==> src/rtl/qspi_arb_pkg.sv <==
// Shared types for the QSPI request arbiter.
// State encoding and owner codes used by the arbiter and its bench.
package qspi_arb_pkg;

  typedef enum logic [2:0] {
    S_IDLE,
    S_XIP_START,
    S_XIP_RUN,
    S_IND_START,
    S_IND_RUN,
    S_DRAIN
  } arb_state_t;

  localparam logic [1:0] OWNER_NONE = 2'b00;
  localparam logic [1:0] OWNER_XIP  = 2'b01;
  localparam logic [1:0] OWNER_IND  = 2'b10;

endpackage

==> src/rtl/qspi_arb_timeout_cnt.sv <==
// Cycle counter that flags expiry on the LIMIT-th enabled cycle.
// Shared by the start-acceptance and drain waits.
module qspi_arb_timeout_cnt #(
  parameter int W = 7
) (
  input  logic         clk,
  input  logic         rst,
  input  logic         clear,
  input  logic         enable,
  input  logic [W-1:0] limit,
  output logic         expired
);

  logic [W-1:0] cnt_q;

  // cnt_q holds the number of completed cycles, so the current
  // cycle is the (cnt_q+1)-th one.
  assign expired = enable && (cnt_q >= limit - 1'b1);

  always_ff @(posedge clk or posedge rst) begin
    if (rst) begin
      cnt_q <= '0;
    end else if (clear) begin
      cnt_q <= '0;
    end else if (enable && !expired) begin
      cnt_q <= cnt_q + 1'b1;
    end
  end

endmodule

==> src/rtl/qspi_req_arbiter.sv <==
// Arbitrates the QSPI sequencer between XIP reads and indirect mode.
// Bounded XIP priority, optional XIP preemption, start/drain timeouts.
module qspi_req_arbiter
  import qspi_arb_pkg::*;
#(
  parameter int MAX_XIP_STREAK = 4,
  parameter int START_TIMEOUT  = 64,
  parameter int PREEMPT_EN     = 1
) (
  input  logic       h_clk,
  input  logic       h_rst,
  input  logic       xip_req_in,
  input  logic       ind_req_in,
  input  logic       qspi_busy_in,
  input  logic       set_done_flag_in,
  output logic       xip_ack_out,
  output logic       ind_ack_out,
  output logic       ind_done_out,
  output logic       start_new_xip_seq_out,
  output logic       start_indrct_mode_out,
  output logic       break_seq_out,
  output logic [1:0] owner_out,
  output logic       start_err_out
);

  localparam int TW = $clog2(START_TIMEOUT + 1);
  localparam int SW = $clog2(MAX_XIP_STREAK + 1);
  localparam logic [TW-1:0] TO_LIMIT   = TW'(START_TIMEOUT);
  localparam logic [SW-1:0] STREAK_MAX = SW'(MAX_XIP_STREAK);

  arb_state_t    state_q;
  logic [SW-1:0] streak_q;
  logic          done_seen_q;
  logic          cnt_en;
  logic          expired;
  logic          ind_win;
  logic          streak_full;
  logic          xip_ack_set;
  logic          ind_ack_set;
  logic          preempt;

  // Timer only runs in waiting states; every other state holds it clear,
  // so it restarts from zero whenever a waiting state is entered.
  assign cnt_en = (state_q == S_XIP_START) ||
                  (state_q == S_IND_START) ||
                  (state_q == S_DRAIN);

  qspi_arb_timeout_cnt #(.W(TW)) u_tmr (
    .clk     (h_clk),
    .rst     (h_rst),
    .clear   (!cnt_en),
    .enable  (cnt_en),
    .limit   (TO_LIMIT),
    .expired (expired)
  );

  assign streak_full = (streak_q >= STREAK_MAX);
  assign ind_win     = ind_req_in && (!xip_req_in || streak_full);
  assign xip_ack_set = (state_q == S_XIP_START) && qspi_busy_in;
  assign ind_ack_set = (state_q == S_IND_START) && qspi_busy_in;
  assign preempt     = (PREEMPT_EN != 0) && ind_req_in && streak_full;

  always_ff @(posedge h_clk or posedge h_rst) begin
    if (h_rst) begin
      streak_q <= '0;
    end else if (!ind_req_in || ind_ack_set) begin
      streak_q <= '0;
    end else if (xip_ack_set && !streak_full) begin
      streak_q <= streak_q + 1'b1;
    end
  end

  always_ff @(posedge h_clk or posedge h_rst) begin
    if (h_rst) begin
      state_q               <= S_IDLE;
      done_seen_q           <= 1'b0;
      xip_ack_out           <= 1'b0;
      ind_ack_out           <= 1'b0;
      ind_done_out          <= 1'b0;
      start_new_xip_seq_out <= 1'b0;
      start_indrct_mode_out <= 1'b0;
      break_seq_out         <= 1'b0;
      owner_out             <= OWNER_NONE;
      start_err_out         <= 1'b0;
    end else begin
      xip_ack_out   <= 1'b0;
      ind_ack_out   <= 1'b0;
      ind_done_out  <= 1'b0;
      start_err_out <= 1'b0;
      unique case (state_q)
        S_IDLE: begin
          if (!qspi_busy_in) begin
            if (ind_win) begin
              state_q               <= S_IND_START;
              start_indrct_mode_out <= 1'b1;
              owner_out             <= OWNER_IND;
              done_seen_q           <= 1'b0;
            end else if (xip_req_in) begin
              state_q               <= S_XIP_START;
              start_new_xip_seq_out <= 1'b1;
              owner_out             <= OWNER_XIP;
            end
          end
        end
        S_XIP_START: begin
          if (qspi_busy_in) begin
            state_q               <= S_XIP_RUN;
            start_new_xip_seq_out <= 1'b0;
            xip_ack_out           <= 1'b1;
          end else if (expired) begin
            state_q               <= S_IDLE;
            start_new_xip_seq_out <= 1'b0;
            start_err_out         <= 1'b1;
            owner_out             <= OWNER_NONE;
          end
        end
        S_XIP_RUN: begin
          if (!qspi_busy_in) begin
            state_q       <= S_IDLE;
            break_seq_out <= 1'b0;
            owner_out     <= OWNER_NONE;
          end else begin
            break_seq_out <= break_seq_out || preempt;
          end
        end
        S_IND_START: begin
          if (qspi_busy_in) begin
            state_q               <= S_IND_RUN;
            start_indrct_mode_out <= 1'b0;
            ind_ack_out           <= 1'b1;
          end else if (expired) begin
            state_q               <= S_IDLE;
            start_indrct_mode_out <= 1'b0;
            start_err_out         <= 1'b1;
            owner_out             <= OWNER_NONE;
          end
        end
        S_IND_RUN: begin
          if (set_done_flag_in) begin
            done_seen_q <= 1'b1;
          end
          if (!qspi_busy_in) begin
            if (done_seen_q || set_done_flag_in) begin
              state_q      <= S_IDLE;
              ind_done_out <= 1'b1;
              owner_out    <= OWNER_NONE;
            end else begin
              state_q <= S_DRAIN;
            end
          end
        end
        S_DRAIN: begin
          if (set_done_flag_in) begin
            state_q      <= S_IDLE;
            ind_done_out <= 1'b1;
            owner_out    <= OWNER_NONE;
          end else if (expired) begin
            state_q       <= S_IDLE;
            start_err_out <= 1'b1;
            owner_out     <= OWNER_NONE;
          end
        end
        default: begin
          state_q   <= S_IDLE;
          owner_out <= OWNER_NONE;
        end
      endcase
    end
  end

endmodule

==> config.mk <==
export PLATFORM = sky130hd
export DESIGN_NAME = qspi_req_arbiter
export DESIGN_NICKNAME = d
export VERILOG_FILES = /design/src/rtl/qspi_arb_pkg.sv /design/src/rtl/qspi_arb_timeout_cnt.sv /design/src/rtl/qspi_req_arbiter.sv
export SDC_FILE = /design/constraint.sdc
export NUM_CORES = 1
export LEC_CHECK = 0
export ABC_AREA = 1
export CORE_MARGIN = 2
export CORE_UTILIZATION = 58
export DETAILED_ROUTE_END_ITERATION = 10
export PLACE_DENSITY = 0.83
export SKIP_LAST_GASP = 1
export SLEW_MARGIN = 10
export SYNTH_ARGS = -nofsm -noshare
export SYNTH_HDL_FRONTEND = slang
export SYNTH_SLANG_ARGS = --single-unit
==> constraint.sdc <==
create_clock -name h_clk -period 2.2 [get_ports h_clk]
set_input_delay 0.22 -clock h_clk [delete_from_list [all_inputs] [get_ports h_clk]]
set_output_delay 0.22 -clock h_clk [all_outputs]
set_load 0.01 [all_outputs]
==> results.json <==
{
  "grt_pass1_vias": 1015,
  "fin_skew_ns": 0.00191,
  "synthMuxAreaShare": 0,
  "synth_simple_gate_area_frac": 0.329,
  "ctsHoldBuffers": 0,
  "grt_max_degree": 24,
  "power_leakage_nw": 0.722,
  "power.switching_uw": 644,
  "portBuffers": 14,
  "crit_path_start_kind": "flip-flop",
  "peakVddDrop_mv": 0.711,
  "antenna_cells": 0,
  "fin_crit_sh": 0.737,
  "row_count": 16,
  "layout-drive-gt1-share": 0.138,
  "hpwl_um": 1890,
  "clk_pin_slew_ns": 0.13,
  "synth_compound_area_frac": 0.0834,
  "synth.avg_cell_area_um2": 7.94,
  "swShare": 0.420,
  "die_w_um": 50.1,
  "synth_area_mm2": 0.00123,
  "root_buffer": "clkbuf_4",
  "start_util": 0.621,
  "crit_required_ns": 2.42,
  "path_class": "flip-flop to flip-flop",
  "cts_setup_buffers": 0,
  "crit_path_end": "u_tmr.cnt_q[4]",
  "synth-xor-area-share": 0.0142,
  "power_frac_comb": 0.461,
  "routed_via_density": 5.28,
  "hold_ws_ns": 0.222,
  "drcViolationCount": 0,
  "r2r_slack_ns": 0.58,
  "synth_fa_ha_area_frac": 0.0305,
  "ctsHtreeMaxLevel": 1,
  "cts_resized": 0,
  "die_y_um": 50.1,
  "setup.worst_path.start": "u_tmr.cnt_q[0]",
  "numCtsBuffers": 3,
  "syn_nets": 164,
  "power_mw": 1.54,
  "grt_pass1_wl_um": 4460,
  "p_seq_frac": 0.408,
  "grt.overflow.total": 0,
  "clock.fmax_ghz": 0.617,
  "clock_path_buffers": 2,
  "rsz0062_at_grt": "false",
  "rr_worst_depth": 9,
  "num_io_pins": 15,
  "routed_wl_um": 2390,
  "endpoint_kind": "flip-flop",
  "antenna_found_initial": 0,
  "r2r_start": "u_tmr.cnt_q[0]",
  "wl_per_cell_um": 11.9,
  "min_period_ns": 1.62,
  "cts_sinks": 23,
  "insertion_delay_ns": 0.31,
  "worst_slew_pin_slew_ns": 0.328,
  "synth_seq_cells": 23,
  "maxSlewViolCount": 0,
  "syn_inst": 155,
  "r2r-end": "u_tmr.cnt_q[4]",
  "area_growth_pct": 17.2,
  "ys_types": 24,
  "synth_top_family_by_area": "simple AND/OR/NAND/NOR gates",
  "critPathMaxFanout": 7,
  "p_int_uw": 891,
  "ant_nets": 0,
  "hold_violations": 0,
  "power_frac_clock": 0.131,
  "dieArea_mm2": 0.00251,
  "gp_congestion": 0.951,
  "finalNetCount": 184,
  "status": "finished, final reports clean",
  "yosysSeqAreaShare": 0.468,
  "grt_use_total": 0.236,
  "finalSetupViolCount": 0,
  "p_per_area_mw_per_mm2": 1070,
  "crit_arrival_ns": 1.84,
  "maxCapViolations": 0,
  "via_count": 1062,
  "maxSlewHeadroom": 0.779,
  "drtIter0Drc": 32,
  "cts_tree": "yes",
  "drt_pre_antenna_iters": 4,
  "tns_ns": 0,
  "core_area_mm2": 0.00198,
  "holdCritPathClass": "primary input to async pin",
  "synth-warning-count": 0
}
==> logic make-up after synthesis <==
kind of cell               count (synthesis)
adders and majority gates                  3
AOI/OAI and AO/OA                         17
and+or+nand+nor                           86
xor gates and xnor gates                   2
DFF                                       23
buffers and inverters                     24
==> per-layer routing <==
metal	GRT usage	vias to the layer above	wire, um	part of all wire
met5	0	-	0	0
met4	0.0833	0	35	0.015
met3	0.0606	4	157	0.066
met2	0.377	44	1090	0.46
met1	0.308	486	1110	0.46
li1	-	528	-	-
==> layout make-up <==
cell class / count / area (um^2)
clock buffers: 3 / 22.5
clock inverters: 1 / 7.51
fillers: 153 / 541
inverters: 24 / 92.6
multi-input cells: 108 / 562
flip-flops and latches: 23 / 576
well taps: 27 / 33.8
repair buffers: 15 / 148
==> metrics by stage <==
step           area [um^2]  cells  setup slack [ns]   util
4_1_cts               1440    201             0.586  0.727
3_3_place_gp          1410    197             0.539  0.712
6_report              1440    201             0.578  0.727
2_1_floorplan         1230    155             0.811      -
3_5_place_dp          1410    197             0.520  0.712
5_1_grt               1440    201             0.413  0.727
==> power by group through the flow <==
stage / clock network, mW / logic, mW / registers [mW]
after global routing: 0.227 / 0.808 / 0.643
final: 0.201 / 0.708 / 0.626
after global placement: 0 / 0.694 / 0.629
after CTS: 0.211 / 0.710 / 0.627
after floorplan: 0 / 0.471 / 0.641
after detailed placement: 0 / 0.706 / 0.635
==> worst max-delay path, stage by stage, from the launching register on <==
cell and delay (ns):
dfrtp_1 0.43, ha_1 0.23, nand2_1 0.09, nand2_1 0.05
nand2_1 0.10, nand2_1 0.17, nor2_1 0.25, nand3_1 0.10
nand2_1 0.07, a21oi_1 0.04
==> how the worst min path moves through the flow <==
stage | startpoint | to
global placement | start_new_xip_seq_out | start_new_xip_seq_out
floorplan | h_rst | break_seq_out
finish | h_rst | streak_q[0]
CTS | h_rst | streak_q[0]
detailed placement | start_new_xip_seq_out | start_new_xip_seq_out
global route | h_rst | streak_q[1]
==> cells in the mapped netlist, drive strengths merged <==
cell | instances | share of area
a22oi | 1 | 0.0061
inv | 24 | 0.075
o32ai | 1 | 0.0071
a21boi | 1 | 0.0061
nand2 | 48 | 0.16
nor2 | 17 | 0.062
dfrtp | 23 | 0.47
ha | 3 | 0.031
nor3 | 6 | 0.045
a211oi | 2 | 0.012
a31oi | 1 | 0.0051
nand3b | 1 | 0.0061
a21oi | 5 | 0.020
nand3 | 14 | 0.057
xor2 | 2 | 0.014
o21a | 1 | 0.0061
o21ai | 5 | 0.020
==> cells in the final DEF, fill, tap and decap left out, types with 3 or more instances in the layout <==
cell and instances:
a21oi_1 5, clkbuf_4 3, clkdlybuf4s50_1 14, dfrtp_1 23, ha_1 3, inv_1 19
inv_2 4, nand2_1 44, nand2_2 3, nand3_1 14, nor2_1 12, nor2_2 5
nor3_2 5, o21ai_0 3
==> flip-flops by register name, summed over array words and instances (netlist names) <==
name / count
ind_ack_out: 1
start_new_xip_seq_out: 1
break_seq_out: 1
xip_ack_out: 1
u_tmr.cnt_q: 7
owner_out: 2
start_err_out: 1
ind_done_out: 1
streak_q: 3
start_indrct_mode_out: 1
state_q: 3
done_seen_q: 1
Note: power is estimated with default switching activity, not from simulation.
